==> src/rtl/ss_adc_pkg.sv <==
// Shared types and constants for the single-slope ADC controller.
// Defining COMP_FILTER_EN enables the comparator run-length filter.
package ss_adc_pkg;

    typedef enum logic [1:0] {
        IDLE   = 2'd0,
        SETTLE = 2'd1,
        RAMP   = 2'd2,
        DONE   = 2'd3
    } state_e;

    localparam int DEF_WIDTH         = 8;
    localparam int DEF_SETTLE_CYCLES = 2;
    localparam int DEF_SYNC_STAGES   = 2;
    localparam int DEF_FILTER_LEN    = 3;

`ifdef COMP_FILTER_EN
    localparam bit FILTER_EN = 1'b1;
`else
    localparam bit FILTER_EN = 1'b0;
`endif

    // Number of counts between the comparator crossing and the qualified trip.
    function automatic int calc_lat(input int sync_stages, input int filter_len,
                                    input bit filter_en);
        return filter_en ? (sync_stages + filter_len - 1) : sync_stages;
    endfunction

endpackage

==> src/rtl/ss_adc_comp_sync.sv <==
// Comparator synchroniser chain with an optional run-length glitch filter.
// Defining COMP_FILTER_EN requires FILTER_LEN consecutive high samples to trip.
module ss_adc_comp_sync
    import ss_adc_pkg::*;
#(
    parameter int SYNC_STAGES = DEF_SYNC_STAGES,
    parameter int FILTER_LEN  = DEF_FILTER_LEN
) (
    input  logic clk,
    input  logic rst,
    input  logic clr,
    input  logic comp_in,
    output logic trip
);

    logic [SYNC_STAGES-1:0] sync_q;
    logic [SYNC_STAGES-1:0] sync_d;
    logic                   sample;

    always_comb begin
        sync_d = SYNC_STAGES'({sync_q, comp_in});
    end

    always_ff @(posedge clk) begin
        if (rst) begin
            sync_q <= '0;
        end else begin
            sync_q <= sync_d;
        end
    end

    assign sample = sync_q[SYNC_STAGES-1];

`ifdef COMP_FILTER_EN
    localparam int RW = $clog2(FILTER_LEN) + 1;
    localparam logic [RW-1:0] RUN_MAX = RW'(FILTER_LEN - 1);

    logic [RW-1:0] run_q;
    logic [RW-1:0] run_d;

    // Run length saturates at FILTER_LEN-1; the next high sample is the trip.
    always_comb begin
        run_d = run_q;
        if (clr || !sample) begin
            run_d = '0;
        end else if (run_q != RUN_MAX) begin
            run_d = run_q + 1'b1;
        end
    end

    always_ff @(posedge clk) begin
        if (rst) begin
            run_q <= '0;
        end else begin
            run_q <= run_d;
        end
    end

    assign trip = sample && (run_q == RUN_MAX);
`else
    // Without filtering the clear input and run length have no effect.
    logic filter_unused;
    assign filter_unused = clr & (FILTER_LEN > 0);
    assign trip          = sample;
`endif

endmodule

==> src/rtl/ss_adc_ctrl.sv <==
// Single-slope ADC conversion controller: settle/ramp sequencing, counting,
// latency-corrected capture and overflow. COMP_FILTER_EN adds trip filtering.
module ss_adc_ctrl
    import ss_adc_pkg::*;
#(
    parameter int WIDTH         = DEF_WIDTH,
    parameter int SETTLE_CYCLES = DEF_SETTLE_CYCLES,
    parameter int SYNC_STAGES   = DEF_SYNC_STAGES,
    parameter int FILTER_LEN    = DEF_FILTER_LEN
) (
    input  logic             clk,
    input  logic             rst,
    input  logic             start,
    input  logic             continuous,
    input  logic             comp_out,
    output logic             ramp_reset,
    output logic             ramp_en,
    output logic             busy,
    output logic             valid,
    output logic [WIDTH-1:0] result,
    output logic             overflow
);

    localparam int LAT = calc_lat(SYNC_STAGES, FILTER_LEN, FILTER_EN);
    localparam int SW  = $clog2(SETTLE_CYCLES) + 1;
    localparam logic [WIDTH-1:0] FULL      = '1;
    localparam logic [SW-1:0]    SETTLE_LAST = SW'(SETTLE_CYCLES - 1);

    state_e           state_q, state_d;
    logic [WIDTH-1:0] count_q, count_d;
    logic [SW-1:0]    settle_q, settle_d;
    logic [WIDTH-1:0] result_q, result_d;
    logic             overflow_q, overflow_d;
    logic             in_ramp;
    logic             trip;
    logic [31:0]      count_ext;
    logic [WIDTH-1:0] corrected;

    assign in_ramp = (state_q == RAMP);

    ss_adc_comp_sync #(
        .SYNC_STAGES (SYNC_STAGES),
        .FILTER_LEN  (FILTER_LEN)
    ) u_comp_sync (
        .clk     (clk),
        .rst     (rst),
        .clr     (!in_ramp),
        .comp_in (comp_out),
        .trip    (trip)
    );

    // Remove the synchroniser/filter delay, flooring at zero.
    always_comb begin
        count_ext = 32'(count_q);
        corrected = (count_ext >= 32'(LAT)) ? WIDTH'(count_ext - 32'(LAT)) : '0;
    end

    always_comb begin
        state_d    = state_q;
        count_d    = count_q;
        settle_d   = settle_q;
        result_d   = result_q;
        overflow_d = overflow_q;
        case (state_q)
            IDLE: begin
                if (start) begin
                    state_d  = SETTLE;
                    settle_d = '0;
                end
            end
            SETTLE: begin
                if (settle_q == SETTLE_LAST) begin
                    state_d = RAMP;
                    count_d = '0;
                end else begin
                    settle_d = settle_q + 1'b1;
                end
            end
            RAMP: begin
                // A trip in the full-scale cycle still wins over overflow.
                if (trip) begin
                    state_d    = DONE;
                    result_d   = corrected;
                    overflow_d = 1'b0;
                end else if (count_q == FULL) begin
                    state_d    = DONE;
                    result_d   = FULL;
                    overflow_d = 1'b1;
                end else begin
                    count_d = count_q + 1'b1;
                end
            end
            DONE: begin
                if (continuous) begin
                    state_d  = SETTLE;
                    settle_d = '0;
                end else begin
                    state_d = IDLE;
                end
            end
            default: state_d = IDLE;
        endcase
    end

    always_ff @(posedge clk) begin
        if (rst) begin
            state_q    <= IDLE;
            count_q    <= '0;
            settle_q   <= '0;
            result_q   <= '0;
            overflow_q <= 1'b0;
        end else begin
            state_q    <= state_d;
            count_q    <= count_d;
            settle_q   <= settle_d;
            result_q   <= result_d;
            overflow_q <= overflow_d;
        end
    end

    always_comb begin
        ramp_reset = 1'b1;
        ramp_en    = 1'b0;
        busy       = 1'b0;
        valid      = 1'b0;
        if (!rst) begin
            ramp_reset = (state_q != RAMP);
            ramp_en    = (state_q == RAMP);
            busy       = (state_q != IDLE);
            valid      = (state_q == DONE);
        end
    end

    assign result   = result_q;
    assign overflow = overflow_q;

endmodule

==> config.mk <==
export PLATFORM = sky130hd
export DESIGN_NAME = ss_adc_ctrl
export DESIGN_NICKNAME = d
export VERILOG_FILES = /design/src/rtl/ss_adc_pkg.sv /design/src/rtl/ss_adc_comp_sync.sv /design/src/rtl/ss_adc_ctrl.sv
export SDC_FILE = /design/constraint.sdc
export NUM_CORES = 1
export LEC_CHECK = 0
export CORE_UTILIZATION = 58
export CTS_CLUSTER_SIZE = 14
export DETAILED_ROUTE_END_ITERATION = 7
export GPL_TIMING_DRIVEN = 0
export HOLD_SLACK_MARGIN = 0.02
export PLACE_DENSITY = 0.83
export SYNTH_ARGS = -nofsm -noshare
export SYNTH_HDL_FRONTEND = slang
export SYNTH_HIERARCHICAL = 1
export SYNTH_SLANG_ARGS = --single-unit
==> constraint.sdc <==
create_clock -name clk -period 3.6 [get_ports clk]
set_input_delay 0.9 -clock clk [delete_from_list [all_inputs] [get_ports clk]]
set_output_delay 0.9 -clock clk [all_outputs]
set_load 0.05 [all_outputs]
-- Word level (Yosys, flattened, before mapping)
Cells that the tools add are included.
- register bits after elaboration: 23
- word-level logic and storage cells: 55
- input port bits: 5
- output and inout port bits: 13
- equality and inequality tests: 13
- add/sub/neg operators: 3
- reduce and logical (&&, ||, !) cells: 9
- magnitude comparators: 1
- multiplexer cells: 23
- operators with widths (kind ; count):
    2-to-1 mux 8 bit ; 6
    case mux 8 bit (2 select lines) ; 1
    2-to-1 mux 2 bit ; 7
    != test 2 bit (second input constant) ; 7
    adder 8 x 1 -> 8 bit (second input constant) ; 1
    == test 8 bit (second input constant) ; 1
    >= comparator 8 x 2 -> 1 bit (second input constant) ; 1
    case mux 2 bit (4 select lines) ; 1
    AND reduction 4 bit ; 2
    subtractor 8 x 2 -> 8 bit (second input constant) ; 1
    2-to-1 mux 1 bit ; 7
    case mux 2 bit (3 select lines) ; 1
    nonzero test 2 bit ; 3
    == test 2 x 1 -> 1 bit (second input constant) ; 2
    == test 2 bit (second input constant) ; 2
    != test 3 x 1 -> 1 bit (second input constant) ; 1
    AND reduction 3 bit ; 1
    nonzero test 3 bit ; 1
    adder 2 x 1 -> 2 bit (second input constant) ; 1
    logical NOT 2 bit ; 1
    AND reduction 2 bit ; 1

-- Logic depth before layout (Yosys ltp)
- depth in word-level cells: 4
- mapped depth: 6
- mapped depth without buffers: 6

-- Cells and area by module
The synthesis kept the hierarchy.
- by module, submodules not included (module ; cells an instance ; times used ; area an instance (um^2) ; seq. area each (um^2)):
    ss_adc_ctrl ; 158 ; 1 ; 1307.5 ; 420.4
    ss_adc_comp_sync ; 4 ; 1 ; 52.6 ; 40.0

-- Least setup slack after synthesis
Ideal clock, no wire load.
- kind: input -> output
- start: in rst
- end: out busy
- data arrival time: 1.912 ns
- data required time: 2.700 ns
- buffers on the path: 2
- setup slack: 0.788 ns
- stages: 3
- path through: clkbuf_1 > clkbuf_1 > nor2_1
- longest elaborated chain between the ends: 1
- RTL lines (what ; RTL line ; text):
    start, declared ; ss_adc_ctrl.sv:12 ; input logic rst,
    2-to-1 mux 1 bit ; ss_adc_ctrl.sv:126 ; if (!rst) begin
    end, declared ; ss_adc_ctrl.sv:18 ; output logic busy,
No other way between the ends.

-- Worst setup path in the final report
- start: in rst
- end: out ramp_en
- longest elaborated chain between the ends: 1
- RTL lines (what ; RTL line ; text):
    2-to-1 mux 1 bit ; ss_adc_ctrl.sv:126 ;
    end, declared ; ss_adc_ctrl.sv:17 ; output logic ramp_en,
No other way between the ends.

==> results.sh <==
export IMPL_comb_power_share=0.456
export IMPL_p_int_mw=0.4420
export IMPL_reg2reg_from="count_q[1]"
export IMPL_leakage_nw=0.6184
export IMPL_cp_common_cell="clkdlybuf4s50_1"
export IMPL_core_um2=2212
export IMPL_detailed_place_hpwl_um=2328
export IMPL_timing_final_ws_setup_ns=0.09906
export IMPL_clk_latency_ns=0.31
export IMPL_fmax_mhz=285.6
export IMPL_initial_core_util=0.6148
export IMPL_drv_slew=0
export IMPL_cts_sinks=23
export IMPL_place_port_buffers=17
export IMPL_rows=17
export IMPL_netlist_instances=162
export IMPL_io_pins=18
export IMPL_diodes=0
export IMPL_cts_buffers_inserted=3
export IMPL_maxCapViolations=0
export IMPL_critPathCaptureType="output pin"
export IMPL_synth_top_area_cell="dfxtp_1"
export IMPL_hold_path_class="reg2reg"
export IMPL_place_area_um2=1565
export IMPL_ys_types=41
export IMPL_synth_common_cells="dfxtp_1 (23), a21oi_1 (14), nor2_1 (13)"
export IMPL_hold_start="u_comp_sync/sync_q[0]"
export IMPL_clock_skew_ns=0.009370
export IMPL_ctsRootBufferMaster="clkbuf_4"
export IMPL_synth_most_common_cell="dfxtp_1"
export IMPL_rsz0062_at_grt="no"
export IMPL_grt_pass1_wl_um=5285
export IMPL_cp_cell_sequence="clkdlybuf4s50_1, nand2b_1, inv_1, clkdlybuf4s50_1"
export IMPL_place_worst_setup_slack_ns=-0.3308
export IMPL_p_switching_mw=0.3166
export IMPL_p_seq_frac=0.387
export IMPL_area_growth_pct=17.11
export IMPL_whs_ns=0.4534
export IMPL_synth_area_um2=1360
export IMPL_cp_data_arrival_time_ns=2.60
export IMPL_grt_max_degree=14
export IMPL_path_clk_slew_ns=0.13
export IMPL_syn_mean_instance_area_um2=8.395
export IMPL_rrSetupSlack_ns=1.52
export IMPL_drt_antenna_violating_nets=0
export IMPL_cp_required_ns=2.70
export IMPL_ys_ff_latch=23
export IMPL_htreeDepth=1
export IMPL_crit_path_max_incr_delay_ns=0.80
export IMPL_period_share=0.9725
export IMPL_post_drt_via_cell_ratio=6.152
export IMPL_yosysSeqAreaShare=0.3385
export IMPL_holdPathStages=1
export IMPL_fin_util=0.7200
export IMPL_worstReg2RegEnd="count_q[7]"
export IMPL_syn_nets=177
export IMPL_setup_tns_final_ns=0
export IMPL_die_w_um=50.43
export IMPL_dr_pass1_iters=4
export IMPL_clkPwrFrac=0.157
export IMPL_slowest_stage="clkdlybuf4s50_1"
export IMPL_postLayoutCellArea_um2=1593
export IMPL_netSwitchingFraction=0.4174
export IMPL_synth_main_ff_cell="dfxtp_1"
export IMPL_reg2regPathDepth=6
export IMPL_critPathMaxFanout=6
export IMPL_fin_cells=211
export IMPL_drtIter0Drc=52
export IMPL_relSlewSlack=0.6436
export IMPL_routabilityCongestion=0.9063
export IMPL_drc=0
export IMPL_grt_ovfl_total=0
export IMPL_hold_viol_final=0
export IMPL_clock_path_buffers=2
export IMPL_dr_total_vias=1298
export IMPL_cts_tree="built"
export IMPL_tightest_slew_ns=0.5346
export IMPL_wirelength_um=3128
export IMPL_finalCriticalPeriod_ns=3.501
export IMPL_synthArstFlopShare=0
export IMPL_synth_top_area_share=0.3385
export IMPL_synthTopCellsByArea="dfxtp_1 (34%), ha_1 (9.2%), a21oi_1 (5.2%)"
export IMPL_worstHoldEndpoint="u_comp_sync/sync_q[1]"
export IMPL_irDropWorstVdd_v=0.0003801
export IMPL_die_h_um=50.43
export IMPL_grt_pass1_vias=1240
export IMPL_p_per_area_nw_per_um2=476.2
export IMPL_status="finished clean"
export IMPL_synth_edff_count=0
export IMPL_die_area_um2=2543
export IMPL_startpoint_type="primary input"
export IMPL_nNetsFinal=199
export IMPL_placed_cells=207
export IMPL_worst_setup_path_type="in2out"
export IMPL_synth_warnings=6
export IMPL_gr_usage_all_layers=0.2693
export IMPL_finalSetupViolCount=0
export IMPL_drive_gt1_frac=0.07650
export IMPL_wl_per_cell_um=14.82
export IMPL_finalPower_mw=0.7586
export IMPL_antenna_found_initial=0
## worst max-delay path: cells and delay by family
kind          cells  cell delay, ns
buf+inv           3            1.44
simple gates      1            0.26
## per-layer routing
metal  vias to the layer above  share of wire  track usage  routed length [µm]
li1                        621              -            -                   -
met2                        67           0.49       0.4911                1544
met3                        13          0.076      0.03636                 239
met1                       597           0.40       0.3171                1262
met4                         0          0.026      0.09722                  82
met5                         -              0            0                   0
## what timing repair did
action                     CTS  global route
resized for setup            3             2
hold buffers                 0             0
setup endpoints to repair    2             2
setup buffers                0             0
pin swaps                    0             0
## power by group through the flow
| stage | registers (mW) | logic (mW) | clock network [mW] |
|---|---|---|---|
| floorplan | 0.312 | 0.241 | 0 |
| CTS | 0.294 | 0.343 | 0.125 |
| detailed placement | 0.300 | 0.345 | 0 |
| finish | 0.294 | 0.346 | 0.119 |
| global placement | 0.297 | 0.333 | 0 |
| global route | 0.298 | 0.378 | 0.132 |
## layout by cell type, fill, tap and decap left out, types with 4 or more instances in the layout
cell type,Yosys,final
dfxtp_1,23,23
clkdlybuf4s50_1,0,15
a21oi_1,14,14
nor2_1,13,13
inv_1,10,10
ha_1,10,10
nor3_1,9,9
nand2b_1,7,7
nand2_1,7,7
o21ai_0,5,5
nor2b_1,5,5
mux2i_1,5,5
clkbuf_1,6,4
a311oi_1,4,4
nand4_1,4,4
## worst max-delay path by stage
stage	start	to	slack (ns)	cells past startpoint
2_1_floorplan	rst	busy	0.79	3
3_3_place_gp	rst	busy	-0.35	5
3_5_place_dp	rst	valid	-0.33	5
4_1_cts	rst	busy	0.1	5
5_1_grt	rst	ramp_en	0.06	4
6_report	rst	ramp_en	0.1	4
## flip-flops by register name (all words and copies together) (netlist names)
signal	count
state_q	2
u_comp_sync/sync_q	2
result	8
overflow	1
settle_q	2
count_q	8
## layout make-up
cell class              instances  area (µm²)
well taps                      28       35.03
plain buffers                  10       63.81
inverters                      10       37.54
fillers                       189       619.3
flip-flops and latches         23       460.4
clock buffers                   3       22.52
multi-input cells             119       800.8
repair buffers                 17       167.7
clock inverters                 1       5.005
## kinds of logic (layout without fill, tap and decap cells)
kind of cell    after synthesis  count (layout)  synth area share
compound gates               40              40            0.1914
xor+xnor                      3               3           0.01932
fa+ha+maj                    10              10           0.09200
buf+inv                      20              41           0.07267
flops                        23              23            0.3385
mux                           6               6           0.04508
simple gates                 60              60            0.2410
Note: power is estimated with default switching activity, not from simulation.
